File: config.mk
export PLATFORM = sky130hd
export DESIGN_NAME = std_mem_d1_responder_flat
export DESIGN_NICKNAME = d
export VERILOG_FILES = /design/src/rtl/std_mem_d1_responder_if.sv /design/src/rtl/std_mem_d1_responder.sv /design/src/flat_wrapper.sv
export SDC_FILE = /design/constraint.sdc
export NUM_CORES = 1
export LEC_CHECK = 0
export CAP_MARGIN = 40
export CORE_MARGIN = 5
export CORE_UTILIZATION = 55
export CTS_CLUSTER_DIAMETER = 40
export DETAILED_ROUTE_END_ITERATION = 12
export PLACE_DENSITY = 0.73
export SYNTH_ARGS = -nofsm -noshare
export SYNTH_HDL_FRONTEND = slang
export SYNTH_SLANG_ARGS = --single-unit
File: constraint.sdc
create_clock -name clk -period 5.6 [get_ports clk]
set_input_delay 0.56 -clock clk [delete_from_list [all_inputs] [get_ports clk]]
set_output_delay 0.56 -clock clk [all_outputs]
set_load 0.1 [all_outputs]
File: src/rtl/std_mem_d1_responder_if.sv
// One-dimensional memory port as driven by a Calyx component.
// The initiator owns address, write data and write enable. The responder
// returns combinational read data and a one-cycle done pulse per write.
interface std_mem_d1_responder_if #(
    parameter int WIDTH    = 32,
    parameter int IDX_SIZE = 4
);
    logic [IDX_SIZE-1:0] addr0;
    logic [WIDTH-1:0]    write_data;
    logic                write_en;
    logic [WIDTH-1:0]    read_data;
    logic                done;

    modport master (
        output addr0,
        output write_data,
        output write_en,
        input  read_data,
        input  done
    );

    modport slave (
        input  addr0,
        input  write_data,
        input  write_en,
        output read_data,
        output done
    );
endinterface

File: src/rtl/std_mem_d1_responder.sv
// Memory-side responder for the Calyx std_mem_d1 port protocol.
// Reads are combinational from the array. A write is captured into hold
// registers on acceptance and committed WRITE_LATENCY cycles later, at
// which point done pulses for one cycle and write_count advances.
// Only the control state is reset; the array and hold registers are not.
module std_mem_d1_responder #(
    parameter int WIDTH         = 32,
    parameter int SIZE          = 16,
    parameter int IDX_SIZE      = 4,
    parameter int WRITE_LATENCY = 1
) (
    input  logic                         clk,
    input  logic                         reset,
    std_mem_d1_responder_if.slave        port,
    output logic                         busy,
    output logic                         err_oob,
    output logic [15:0]                  write_count
);

    typedef enum logic [1:0] {
        IDLE = 2'd0,
        WAIT = 2'd1,
        DONE = 2'd2
    } state_e;

    // SIZE widened by one bit so that SIZE == 2**IDX_SIZE compares correctly.
    localparam logic [IDX_SIZE:0] SIZE_EXT = (IDX_SIZE + 1)'(SIZE);
    // WAIT spends LAT_LOAD+1 edges counting down; the accept edge is the first.
    localparam logic [3:0] LAT_LOAD = 4'((WRITE_LATENCY > 1) ? (WRITE_LATENCY - 2) : 0);
    localparam bit SINGLE = (WRITE_LATENCY == 1);

    state_e              state_q;
    logic [3:0]          lat_cnt_q;
    logic                done_q;
    logic                busy_q;
    logic                err_oob_q;
    logic [15:0]         write_count_q;
    logic [15:0]         write_count_d;
    logic [IDX_SIZE-1:0] hold_addr_q;
    logic [WIDTH-1:0]    hold_data_q;
    logic [WIDTH-1:0]    mem_q [SIZE];

    logic                addr_oob;
    logic                accept;
    logic                commit;
    logic                commit_in_range;
    logic [IDX_SIZE-1:0] commit_addr;
    logic [WIDTH-1:0]    commit_data;

    // Request decode and commit selection. A single-cycle write commits the
    // live bus word at the accept edge; longer latencies commit the held word.
    // Commit is gated by reset so a write in flight is dropped, not stored.
    always_comb begin
        addr_oob        = ({1'b0, port.addr0} >= SIZE_EXT);
        accept          = (state_q == IDLE) && port.write_en;
        commit          = reset && ((accept && SINGLE) ||
                                    ((state_q == WAIT) && (lat_cnt_q == 4'd0)));
        commit_addr     = (state_q == IDLE) ? port.addr0 : hold_addr_q;
        commit_data     = (state_q == IDLE) ? port.write_data : hold_data_q;
        commit_in_range = ({1'b0, commit_addr} < SIZE_EXT);
        write_count_d   = write_count_q + 16'd1;
    end

    // Combinational read port; out-of-range addresses read as zero.
    always_comb begin
        port.read_data = '0;
        if (!addr_oob) begin
            port.read_data = mem_q[port.addr0];
        end
    end

    // Write FSM with registered done/busy/err_oob/write_count. The read port
    // is always live, so every cycle with an out-of-range address counts as
    // an observed out-of-bounds access.
    always_ff @(posedge clk or negedge reset) begin
        if (!reset) begin
            state_q       <= IDLE;
            lat_cnt_q     <= 4'd0;
            done_q        <= 1'b0;
            busy_q        <= 1'b0;
            err_oob_q     <= 1'b0;
            write_count_q <= 16'd0;
        end else begin
            done_q <= 1'b0;
            if (addr_oob) begin
                err_oob_q <= 1'b1;
            end
            if (commit) begin
                write_count_q <= write_count_d;
            end
            unique case (state_q)
                IDLE: begin
                    if (port.write_en) begin
                        if (SINGLE) begin
                            state_q <= DONE;
                            done_q  <= 1'b1;
                        end else begin
                            state_q   <= WAIT;
                            lat_cnt_q <= LAT_LOAD;
                            busy_q    <= 1'b1;
                        end
                    end
                end
                WAIT: begin
                    if (lat_cnt_q != 4'd0) begin
                        lat_cnt_q <= lat_cnt_q - 4'd1;
                    end else begin
                        state_q <= DONE;
                        done_q  <= 1'b1;
                        busy_q  <= 1'b0;
                    end
                end
                DONE: begin
                    // write_en is guaranteed low here by the initiator.
                    state_q <= IDLE;
                end
                default: begin
                    state_q <= IDLE;
                end
            endcase
        end
    end

    // Hold registers decouple the committed word from later bus changes.
    always_ff @(posedge clk) begin
        if (accept) begin
            hold_addr_q <= port.addr0;
            hold_data_q <= port.write_data;
        end
    end

    // Storage array; out-of-range commits complete without an update.
    always_ff @(posedge clk) begin
        if (commit && commit_in_range) begin
            mem_q[commit_addr] <= commit_data;
        end
    end

    assign port.done   = done_q;
    assign busy        = busy_q;
    assign err_oob     = err_oob_q;
    assign write_count = write_count_q;

endmodule

File: src/flat_wrapper.sv
// flat-port wrapper written by rule: the top's interface ports become plain ports
module std_mem_d1_responder_flat 
#(
    parameter int WIDTH         = 32,
    parameter int SIZE          = 16,
    parameter int IDX_SIZE      = 4,
    parameter int WRITE_LATENCY = 1
)
  (clk, reset, busy, err_oob, write_count, port_addr0, port_write_data, port_write_en, port_read_data, port_done);
  std_mem_d1_responder_if #(.WIDTH(WIDTH), .IDX_SIZE(IDX_SIZE)) port_i ();
  input  logic clk;
  input  logic reset;
  output logic busy;
  output logic err_oob;
  output logic [15:0] write_count;
  input wire logic [$bits(port_i.addr0)-1:0] port_addr0;
  input wire logic [$bits(port_i.write_data)-1:0] port_write_data;
  input wire logic [$bits(port_i.write_en)-1:0] port_write_en;
  output wire logic [$bits(port_i.read_data)-1:0] port_read_data;
  output wire logic [$bits(port_i.done)-1:0] port_done;
  assign port_i.addr0 = port_addr0;
  assign port_i.write_data = port_write_data;
  assign port_i.write_en = port_write_en;
  assign port_read_data = port_i.read_data;
  assign port_done = port_i.done;
  std_mem_d1_responder #(.WIDTH(WIDTH), .SIZE(SIZE), .IDX_SIZE(IDX_SIZE), .WRITE_LATENCY(WRITE_LATENCY)) u_core (.clk(clk), .reset(reset), .port(port_i), .busy(busy), .err_oob(err_oob), .write_count(write_count));
endmodule
## After elaboration in Yosys (flattened, before gate mapping)

Memories as Yosys holds them, arrays and structs flattened.
Index checks and enable logic that the tools add are counted.

- Add/sub/neg operators: 2
- Equal/unequal tests: 3
- Multiplexer cells: 10
- Reduce and logical (&&, ||, !) cells: 9

Operators with widths:

| operator | number |
|---|---|
| 32-bit 2-to-1 mux | 1 |
| 16-bit by 1-bit adder with 16-bit output (second input constant) | 1 |
| 4-bit logical NOT | 1 |
| 1-bit 2-to-1 mux | 4 |
| 2-bit 2-to-1 mux | 2 |
| 4-bit 2-to-1 mux | 1 |
| 2-bit != test (second input constant) | 2 |
| 2-bit case mux with 2 select lines | 1 |
| 2-bit AND reduction | 2 |
| 4-bit nonzero test | 1 |
| 4-bit by 1-bit subtractor with 4-bit output (second input constant) | 1 |
| 1-bit logical AND | 3 |
| 2-bit by 1-bit equality test with 1-bit output (second input constant) | 1 |
| 2-bit logical NOT | 1 |
| 1-bit case mux with 2 select lines | 1 |
| 1-bit logical OR | 1 |

- Input bits: 39
- Word-level logic and storage cells: 31
- Memories kept: 1
- Flip-flop bits (word level): 59
- Output and inout bits: 51
- RAM bits: 512

Memory list:

| name | depth | width | rd ports | clocked after Yosys merged registers in | write ports | line | source |
|---|---|---|---|---|---|---|---|
| u_core.mem_q | 16 | 32 | 1 | 0 | 1 | std_mem_d1_responder.sv:41 | `logic [WIDTH-1:0] mem_q [SIZE];` |

## Depth between registers and ports, before layout

- Depth after elaboration: 6
- Gate-level depth with buffers: 7
- Gate-level depth less buffers: 5

## Worst setup path after synthesis

No wires, ideal clock.

- Path type: reg2reg
- Start point: register u_core.state_q[1]
- End point: memory u_core.mem_q[14][0] (enable)
- Buffers on the path: 1
- Setup time: 0.421 ns
- Required time: 5.179 ns
- Arrival: 2.792 ns
- Stages on the path, launching flop included: 7
- Slack: 2.387 ns
- Clock period less this slack: 3.213 ns
- Path through: dfrtp_1 > clkbuf_1 > nand2b_4 > inv_2 > and2_1 > nand3_1 > nor2_1

- Longest elaborated chain between the ends: 6
- Elaborated cells on any way between the ends: 9
- Those cells by class: 1 x eq/ne; 3 x mux; 5 x reduce/logical

RTL lines:

| item | line | source |
|---|---|---|
| from (decl) | std_mem_d1_responder.sv:32 | `state_e state_q;` |
| from (signal assigned) | std_mem_d1_responder.sv:77 | `state_q <= IDLE;` |
| from (signal assigned) | std_mem_d1_responder.sv:95 | `state_q <= DONE;` |
| from (signal assigned) | std_mem_d1_responder.sv:98 | `state_q <= WAIT;` |
| 2-bit logical NOT | std_mem_d1_responder.sv:55 | `accept = (state_q == IDLE) && port.write_en;` |
| 1-bit logical AND | std_mem_d1_responder.sv:55 |  |
| named net u_core.accept | std_mem_d1_responder.sv:44 | `logic accept;` |
| 1-bit logical OR | std_mem_d1_responder.sv:56 | `commit = reset && ((accept && SINGLE) \|\|` |
| 1-bit logical AND | std_mem_d1_responder.sv:56 |  |
| 1-bit 2-to-1 mux | std_mem_d1_responder.sv:134 | `if (commit && commit_in_range) begin` |
| 1-bit 2-to-1 mux (not written as such) | std_mem_d1_responder.sv:135 | `mem_q[commit_addr] <= commit_data;` |
| to (decl) | std_mem_d1_responder.sv:41 |  |

The timed path passes the listed nets, and every way through them passes these cells.

## Worst setup path after layout

- Start point: input port_addr0[1]
- End point: output port_read_data[29]

- Longest elaborated chain between the ends: 1

RTL lines:

| item | line | source |
|---|---|---|
| from (decl) | flat_wrapper.sv:16 | `input wire logic [$bits(port_i.addr0)-1:0] port_addr0;` |
| memory read 16 x 32 bit | -- |  |
| to (decl) | flat_wrapper.sv:19 | `output wire logic [$bits(port_i.read_data)-1:0] port_read_data;` |

Every way passes these cells.

==> qor.txt <==
Synth async-reset ratio - 0.0319
library cells used by synthesis - 43
CP delay by family, top - buffers and inverters
crit path kind - primary input to output pin
largest net degree at the start of global routing - 59
cell count after synthesis - 1099
slowest library cell on the worst path - nor2b_2
MaxCap Viol Count - 0
post-synthesis adder-cell area fraction - 0.000571
initial core utilization - 0.554
post-synthesis xor/xnor area fraction - 0.00599
worst-skew pair later-pin latency - 570 ps
Clock Tree Buf Depth - 3
layout net count - 1320
drt wl/cell - 25.5 microns
Placed Area - 0.0242 sq mm
Ports - 90
RSZ-0062 raised after global routing - false
CP arrival - 3350 ps
vias per cell - 6.01
worst reg2reg path startpoint - u_core.state_q[1]
Worst R2R Setup Slack - 2300 ps
routed wire length - 47500 microns
Detailed Routing Iterations Pass 1 - 6
critical path endpoint category - output pin
ant diodes - 0
flop and latch count out of synthesis - 564
first-pass GRT wire length - 71900 microns
Seq/Total Area, Yosys - 0.768
static leakage - 9.10 nW
actual slew at the worst max-slew pin - 986 ps
grt total ovfl - 0
die width - 210 microns
Worst Hold Class - primary input to asynchronous set/reset pin
synth warn - 0
final hold vios - 0
status - completed
WP buf/inv - 4
sinks on the clock net - 564
Required @ worst endpoint - 5040 ps
EDFF count, synth - 546
row cnt - 73
Clock Skews - 18.5 ps
Max VDD drop - 0.475 mV
height of the die - 210 microns
initial antenna violation count - 0
crit-path cells - buf_2 -> nor2b_2 -> buf_4 -> a22oi_1 -> nand2_1 -> clkdlybuf4s50_1 -> buf_8
CORE AREA - 0.0395 sq mm
gpl congestion - 0.757
IO buf count - 87
R2R Path End - u_core.mem_q[3][3]
relative slew slack - 0.343
Compound-Gate Fraction of Synth Area - 0.0342
HPWL after detailed placement - 27400 microns
ANT nets after route - 0
Fin Setup TNS - 0 ps
CTS root buf - clkbuf_16
PD cells - 386 mW/mm^2
Residual DRC - 0
total global-route track usage - 0.218
Num CTS Buffers - 70
vias in the first global route - 11600
Mean Syn Cell Area - 19.9 sq um
startpoint types - primary input
Reg2Reg Depth - 5
Synth Flop Type - edfxtp_1
Critical Path Stages - 7
area added between synthesis and finish - 20.9%
CTS tree - done
dpl cells - 1733
non-filler instance count after layout - 1861
cell area after synthesis - 0.0219 sq mm
largest family of logic cells by synthesized area - multiplexers
htree depth - 3
Critical Path Fanout Max - 24
Post-CTS Resized - 0
fmax - 0.256 GHz
Clock transition at path regs - 60 ps
multiplexer share of the synthesized area - 0.141
finished layout cell area - 0.0265 sq mm
Final Power - 10.2 mW
fill count - 2497
Final setup viols - 0
DIE AREA - 0.0440 sq mm
Slew Limit Fails - 0
Worst path max stage delay - 870 ps
layout cells sized above 1 - 0.248
period utilization - 0.699
post-layout min period - 3910 ps
Post-Synth Simple-Gate Area - 0.0284
Post-CTS Setup Repair Bufs - 0
hold_buf cts - 0
DR vias - 11200
first-iteration detailed-routing DRC count - 1117
routing by layer:
layer / share of wire / global-route usage / up-vias / wire length [microns]
li1: - / - / 4862 / -
met1: 0.42 / 0.306 / 5784 / 19700
met2: 0.50 / 0.355 / 463 / 23600
met3: 0.067 / 0.0429 / 81 / 3200
met4: 0.021 / 0.0605 / 0 / 997
met5: 0 / 0 / - / 0
cells by family (layout without fill, tap and decap cells):
| logic type | after synthesis | after routing |
|---|---|---|
| simple gates | 124 | 124 |
| compound gates | 100 | 100 |
| buf+inv | 69 | 305 |
| xor+xnor | 15 | 15 |
| flops | 564 | 564 |
| other cells | 1 | 2 |
| fa+ha+maj | 1 | 1 |
| mux | 225 | 225 |
layout by cell type (no fill, tap or decap), drive strengths merged, types with 5 or more instances in the layout:
| cell | netlist | routed |
|---|---|---|
| a22oi | 96 | 96 |
| buf | 46 | 96 |
| bufinv | 0 | 5 |
| clkbuf | 17 | 82 |
| clkdlybuf4s50 | 0 | 75 |
| clkinv | 1 | 20 |
| dfrtp | 18 | 18 |
| edfxtp | 546 | 546 |
| inv | 5 | 23 |
| mux2 | 33 | 33 |
| mux2i | 128 | 128 |
| mux4 | 64 | 64 |
| nand2 | 37 | 37 |
| nand3 | 39 | 39 |
| nor2 | 28 | 28 |
| xnor2 | 12 | 12 |
cell type report:
cell class | count | area, sq um | share of cell area
sequential | 564 | 16800 | 0.636
inverter | 6 | 22.5 | 0.000850
clock buffer | 82 | 1880 | 0.0710
tap | 525 | 657 | 0.0248
timing repair buffer | 171 | 1860 | 0.0703
multi-input combinational | 467 | 4770 | 0.180
clock inverter | 46 | 463 | 0.0175
worst max path at each step:
stage | start | endpoint
after floorplan | u_core.state_q[1] | u_core.mem_q[14][0]
after global placement | port_addr0[1] | port_read_data[29]
after detailed placement | port_addr0[1] | port_read_data[29]
after CTS | port_addr0[1] | port_read_data[29]
after global routing | port_addr0[1] | port_read_data[29]
final | port_addr0[1] | port_read_data[29]
cells in the mapped netlist (7+ instances only):
library cell  instances  area share
edfxtp_1            546        0.75
mux2i_1             128       0.058
a22oi_1              96       0.033
mux4_2               63       0.065
nand3_1              39      0.0089
nand2_1              37      0.0063
mux2_2               28       0.014
nor2_1               26      0.0045
buf_2                20      0.0046
dfrtp_1              18       0.021
clkbuf_1             17      0.0029
xnor2_1              12      0.0048
buf_4                10      0.0034
buf_6                 7      0.0036
metrics by stage:
step,utilization,hold WS [ps],setup WS (ps)
final,0.670,344,1690
after global routing,0.670,358,1530
after CTS,0.670,327,1690
after detailed placement,0.611,482,1740
after global placement,0.592,478,1340
after floorplan,-,264,2390
registers in the layout (all words and copies together), names as in the netlist:
name and flops:
u_core.write_count 16, u_core.hold_addr_q 2, u_core.state_q 1, u_core.mem_q 512
u_core.port.done 1, u_core.hold_data_q 32
where the power goes:
group / total (mW) / switching [mW] / leakage, nW / internal [mW]
Clock: 4.46 / 1.77 / 1.14 / 2.69
Sequential: 4.77 / 0.0389 / 5.17 / 4.73
Combinational: 0.998 / 0.661 / 2.80 / 0.337
(Power assumes the default switching activity.)
==> RTL edit 1: new RTL, same settings <==
Register the output `write_count` once more, with the module's reset; this adds one clock of latency there. The other outputs are not delayed to match. Comments in the files are not updated.
--- a/src/rtl/std_mem_d1_responder.sv
+++ b/src/rtl/std_mem_d1_responder.sv
@@ -141,3 +141,9 @@
     assign err_oob     = err_oob_q;
-    assign write_count = write_count_q;
+    always_ff @(posedge clk or negedge reset) begin
+        if (!reset) begin
+            write_count <= '0;
+        end else begin
+            write_count <= write_count_q;
+        end
+    end
 
Check against the original RTL: not equivalent (a bounded check fails within 4 cycles, from zero or initial values and one cycle with reset low).
==> RTL edit 1 against the unedited design <==
Total power increased by 2.6%. Setup slack gained 0.25 ns. Area after synthesis is 1.4% higher. Register-to-register slack improved by 0.41 ns. Routed wire length is 3.4% higher. Cell area increased by 1.2%. Sequential cell count grew 16. Synthesized cell count rose by 1.5%. Clock power rose by 4%. Final cell count grew 0.48%.
==> RTL edit 1: results (changes against the unedited design) <==
| Metric | Value |
|---|---|
| Critical Path Source | port_addr0[2] (was port_addr0[1]) |
| Cells on worst reg2reg path | 4 (was 5) |
| Post-synthesis sequential area ratio | 77.61% (was 76.84%) |
| Post-synthesis xor/xnor area fraction | 0.5912% (was 0.5992%) |
| Layout Skew | 0.02026 ns (was 0.01855 ns) |
| First-pass GRT wire length | 73580 microns (was 71880 microns) |
| Synth top area cells | edfxtp_1, mux4_2, mux2i_1 (unchanged) |
| Max VDD drop | 0.0002470 V (was 0.0004747 V) |
| Synth unique cells | 33 (was 43) |
| Leak | 9.326 nW (was 9.104 nW) |
| Crit-path slowest cell | nor2b_4 (was nor2b_2) |
| R2r setup slk | 2.71 ns (was 2.30 ns) |
| Worst Setup EP | port_read_data[12] (was port_read_data[29]) |
| Final Non-Filler Cells | 1870 (was 1861) |
| R2R Path End | u_core.mem_q[3][15] (was u_core.mem_q[3][3]) |
| Async set-reset flop share out of synthesis | 5.862% (was 3.191%) |
| Adder-Cell Fraction of Synth Area | 0.05631% (was 0.05707%) |
| Multiplexer share of the synthesized area | 13.99% (was 14.13%) |
| Post-synth top area share | 73.78% (was 74.79%) |
| Tot GR Track Use | 22.20% (was 21.78%) |
| Routed length per instance | 26.26 microns (was 25.53 microns) |
| Proportion of layout cells with a drive suffix above 1 | 24.24% (was 24.78%) |
| DP HPWL | 28070 microns (was 27440 microns) |
| Routability cong. | 0.7529 (was 0.7566) |
| Critical-path maximum fanout | 53 (was 24) |
| Vias in the first global route | 11690 (was 11607) |
| Iter 0 DRT Violations | 1199 (was 1117) |
| Worst-margin pin slew | 1.043 ns (was 0.9861 ns) |
| Status | finished, final reports clean (unchanged) |
| CTS buffer count | 71 (was 70) |
| Final layout net count | 1328 (was 1320) |
| Pin count of the biggest net entering global routing | 83 (was 59) |
| Top cells by count, synth | edfxtp_1, mux2i_1, a22oi_1 (unchanged) |
| Synth Area in Compound Gates | 3.378% (was 3.424%) |
| Placed cell area | 24400 sq um (was 24160 sq um) |
[RTL edit 1: per-layer routing]
layer	global-route usage, %	vias to the layer above	wire length (microns)
met3	4.500	61	3599
met1	31.11	5880	20170
met5	0	-	0
met2	36.32	486	24500
li1	-	4906	-
met4	5.992	0	844
[RTL edit 1: how the worst min path moves through the flow]
stage	from	end	slack, ns	cells past startpoint
final	reset	u_core.write_count[3]	0.06	1
after global routing	reset	u_core.write_count_q[1]	0.12	1
after CTS	reset	u_core.write_count[3]	0.06	1
after detailed placement	u_core.write_count_q[15]	u_core.write_count[15]	0.38	0
after global placement	u_core.write_count_q[15]	u_core.write_count[15]	0.39	0
after floorplan	reset	u_core.port.done	0.26	0
[RTL edit 1: layout make-up]
cell class	count	area (sq um)
fill	2517	13000
clock inverter	48	549.3
timing repair buffer	162	1724
multi-input combinational	471	4767
tap	525	656.9
clock buffer	82	1871
sequential	580	17250
inverter	2	7.507
[RTL edit 1: cells by family after synthesis]
group | count (synthesis)
compound gates | 100
xor+xnor | 15
fa+ha+maj | 1
buf+inv | 65
flops | 580
mux | 224
other cells | 1
simple gates | 129
[RTL edit 1: stage by stage]
step | hold WS (ns) | setup WS (ns)
CTS | 0.06345 | 1.934
global route | 0.1201 | 1.824
finish | 0.05655 | 1.935
global placement | 0.3865 | 1.626
floorplan | 0.2644 | 1.148
detailed placement | 0.3839 | 1.885
[RTL edit 1: power breakdown]
group	internal (mW)	switching, mW
registers	4.86	0.0366
logic	0.311	0.664
clock network	2.85	1.77
==> RTL edit 2: new RTL, same flow settings <==
Made on the original files. `SIZE` is set to 16 in 2 places; all go to 8.
--- a/src/rtl/std_mem_d1_responder.sv
+++ b/src/rtl/std_mem_d1_responder.sv
@@ -7,3 +7,3 @@
     parameter int WIDTH         = 32,
-    parameter int SIZE          = 16,
+    parameter int SIZE          = 8,
     parameter int IDX_SIZE      = 4,
--- a/src/flat_wrapper.sv
+++ b/src/flat_wrapper.sv
@@ -4,3 +4,3 @@
     parameter int WIDTH         = 32,
-    parameter int SIZE          = 16,
+    parameter int SIZE          = 8,
     parameter int IDX_SIZE      = 4,
Behaviour: not the same (a bounded check fails within 4 cycles, from zero or initial values and one cycle with reset low).
==> RTL edit 2 against the unedited design <==
Sequential power fell by 45%. Setup slack better by 0.23 ns. Clock skew shrank 0.0025 ns. Total power is 44% lower. Register-to-register slack better by 0.45 ns. Cell area shrank 44%. Routed wire length fell by 46%. Via count decreased by 43%. Fmax grew 6.1%. Die area decreased by 42%. Synthesized cell count decreased by 41%. Sequential cell count fell by 255. Area after synthesis fell by 44%. Largest cell class unchanged.
==> RTL edit 2: results (changes against the unedited design) <==
| Metric | Value |
|---|---|
| NetSw | 1.449 mW (was 2.472 mW) |
| Final layout net count | 817 (was 1320) |
| Largest reg by FF count | u_core.mem_q (unchanged) |
| H-tree depth | 2 (was 3) |
| Max Buffers Root-to-Sink | 3 (unchanged) |
| Layout Skew | 0.01606 ns (was 0.01855 ns) |
| CTS buffer count | 39 (was 70) |
| Tot GR Track Use | 20.26% (was 21.78%) |
| Synth unique cells | 34 (was 43) |
| Register clock-pin slew on the reported worst setup and hold paths | 0.06 ns (about the same) |
| Worst-margin pin slew | 0.8681 ns (was 0.9861 ns) |
| Port-buffer cells | 88 (was 87) |
| Max VDD drop | 0.0002787 V (was 0.0004747 V) |
| Number of synthesized flops with an enable pin | 290 (was 546) |
| Pin count of the biggest net entering global routing | 69 (was 59) |
| Critical-path maximum fanout | 22 (was 24) |
| Syn. warnings | 0 (unchanged) |
| Top cells by count, synth | edfxtp_1, a211oi_1 (was edfxtp_1, mux2i_1, a22oi_1) |
| DP HPWL | 15260 microns (was 27440 microns) |
| Max reg flops | 256 (was 512) |
| Seq. pwr | 2.63 mW (was 4.77 mW) |
| Via density | 5.908 (was 6.013) |
| Initial antenna violation count | 0 (unchanged) |
| Iter 0 DRT Violations | 454 (was 1117) |
| Worst path max stage delay | 1.01 ns (was 0.87 ns) |
| Post-CTS sizing | 0 (unchanged) |
| Routability cong. | 0.7502 (was 0.7566) |
| Async set-reset flop share out of synthesis | 6.149% (was 3.191%) |
| Root buf cell | clkbuf_16 (unchanged) |
| Status | finished, final reports clean (unchanged) |
| Crit-path slowest cell | clkdlybuf4s50_1 (was nor2b_2) |
| Vias in the first global route | 6776 (was 11607) |
| Pre-antenna DRT Iters | 5 (was 6) |
| Crit-path leading delay family | buffers and inverters (unchanged) |
| Proportion of layout cells with a drive suffix above 1 | 26.92% (was 24.78%) |
| Worst min path class | in -> async (unchanged) |
| Routed WL | 25490 microns (was 47520 microns) |
| Leak | 5.050 nW (was 9.104 nW) |
| Post CTS Setup Buffer Count | 0 (unchanged) |
| Net Count, Synth | 686 |
| First-pass GRT wire length | 39840 microns (was 71880 microns) |
| Clk Latency, worst-skew pair | 0.52 ns (was 0.57 ns) |
| Post-synthesis sequential area ratio | 75.19% (was 76.84%) |
| N_diodes | 0 (unchanged) |
| Fill cells | 1382 (was 2497) |
| Synth top area cells | edfxtp_1, mux4_2, a211oi_1 (was edfxtp_1, mux4_2, mux2i_1) |
| Comb pwr share | 12.2% (was 9.8%) |
-- RTL edit 2: cell types whose count changed in the layout (fill, tap and decap cells not counted), moves of 26 or more --
| cell | delta |
|---|---|
| edfxtp_1 | -256 |
| buf_8 | -26 |
| nor2b_1 | +30 |
| mux4_2 | -32 |
| clkbuf_16 | -33 |
| o21a_1 | +32 |
| mux2i_1 | -96 |
| a22oi_1 | -95 |
| nand3_1 | -34 |
| a211oi_1 | +64 |
-- RTL edit 2: final timing paths --
check / startpoint / end / slack [ns] / cells after the start
setup reg to reg: u_core.state_q[1] / u_core.mem_q[1][16] / 2.75 / 6
max in group asynchronous: reset / u_core.write_count[9] / 4.74 / 2
min in group clk: u_core.err_oob / u_core.err_oob / 0.47 / 1
setup / recovery: port_addr0[0] / port_read_data[19] / 1.91 / 6
hold reg to reg: u_core.err_oob / u_core.err_oob / 0.47 / 1
hold / removal: reset / u_core.port.done / 0.38 / 1
-- RTL edit 2: cell families (layout without fill, tap and decap cells) --
kind of cell    count (synthesis)  after routing  synth area share [%]
xor+xnor                       15             15                 1.076
flops                         309            309                 75.19
other cells                     1              1               0.03070
compound gates                100            100                 6.146
mux                            96             96                 11.50
fa+ha+maj                       1              1                0.1024
simple gates                   81             81                 3.811
buf+inv                        43            203                 2.141
-- RTL edit 2: per-layer routing --
| metal | vias to the layer above | wire, microns | global-route usage (%) |
|---|---|---|---|
| li1 | 2860 | - | - |
| met1 | 3303 | 10300 | 26.51 |
| met2 | 204 | 13180 | 34.44 |
| met3 | 49 | 1392 | 4.142 |
| met4 | 0 | 612 | 6.475 |
| met5 | - | 0 | 0 |
-- RTL edit 2: cell type report --
class / instances / area, sq um / area share [%]
multi-input cells: 294 / 2839 / 18.99
inverters: 3 / 11.26 / 0.07531
repair buffers: 130 / 1292 / 8.644
clock buffers: 44 / 1037 / 6.937
well taps: 280 / 350.3 / 2.343
flip-flops and latches: 309 / 9185 / 61.43
clock inverters: 26 / 236.5 / 1.582
-- RTL edit 2: through the flow --
stage / util (%) / instance area, sq um / instances / power, mW / setup WS (ns)
global route: 68.51 / 14950 / 1086 / 5.912 / 1.793
detailed placement: 62.68 / 13680 / 1016 / 3.381 / 1.902
global placement: 61.15 / 13340 / 996 / 3.278 / 1.900
CTS: 68.51 / 14950 / 1086 / 5.772 / 1.904
finish: 68.51 / 14950 / 1086 / 5.727 / 1.912
floorplan: - / 12210 / 646 / 3.122 / 2.623
-- RTL edit 2: worst register-to-register path, delay by kind of cell, from the launching register on --
| kind | cells | cell delay [ns] |
|---|---|---|
| DFF | 1 | 0.39 |
| and+or+nand+nor | 4 | 1.40 |
| buffers and inverters | 2 | 0.73 |
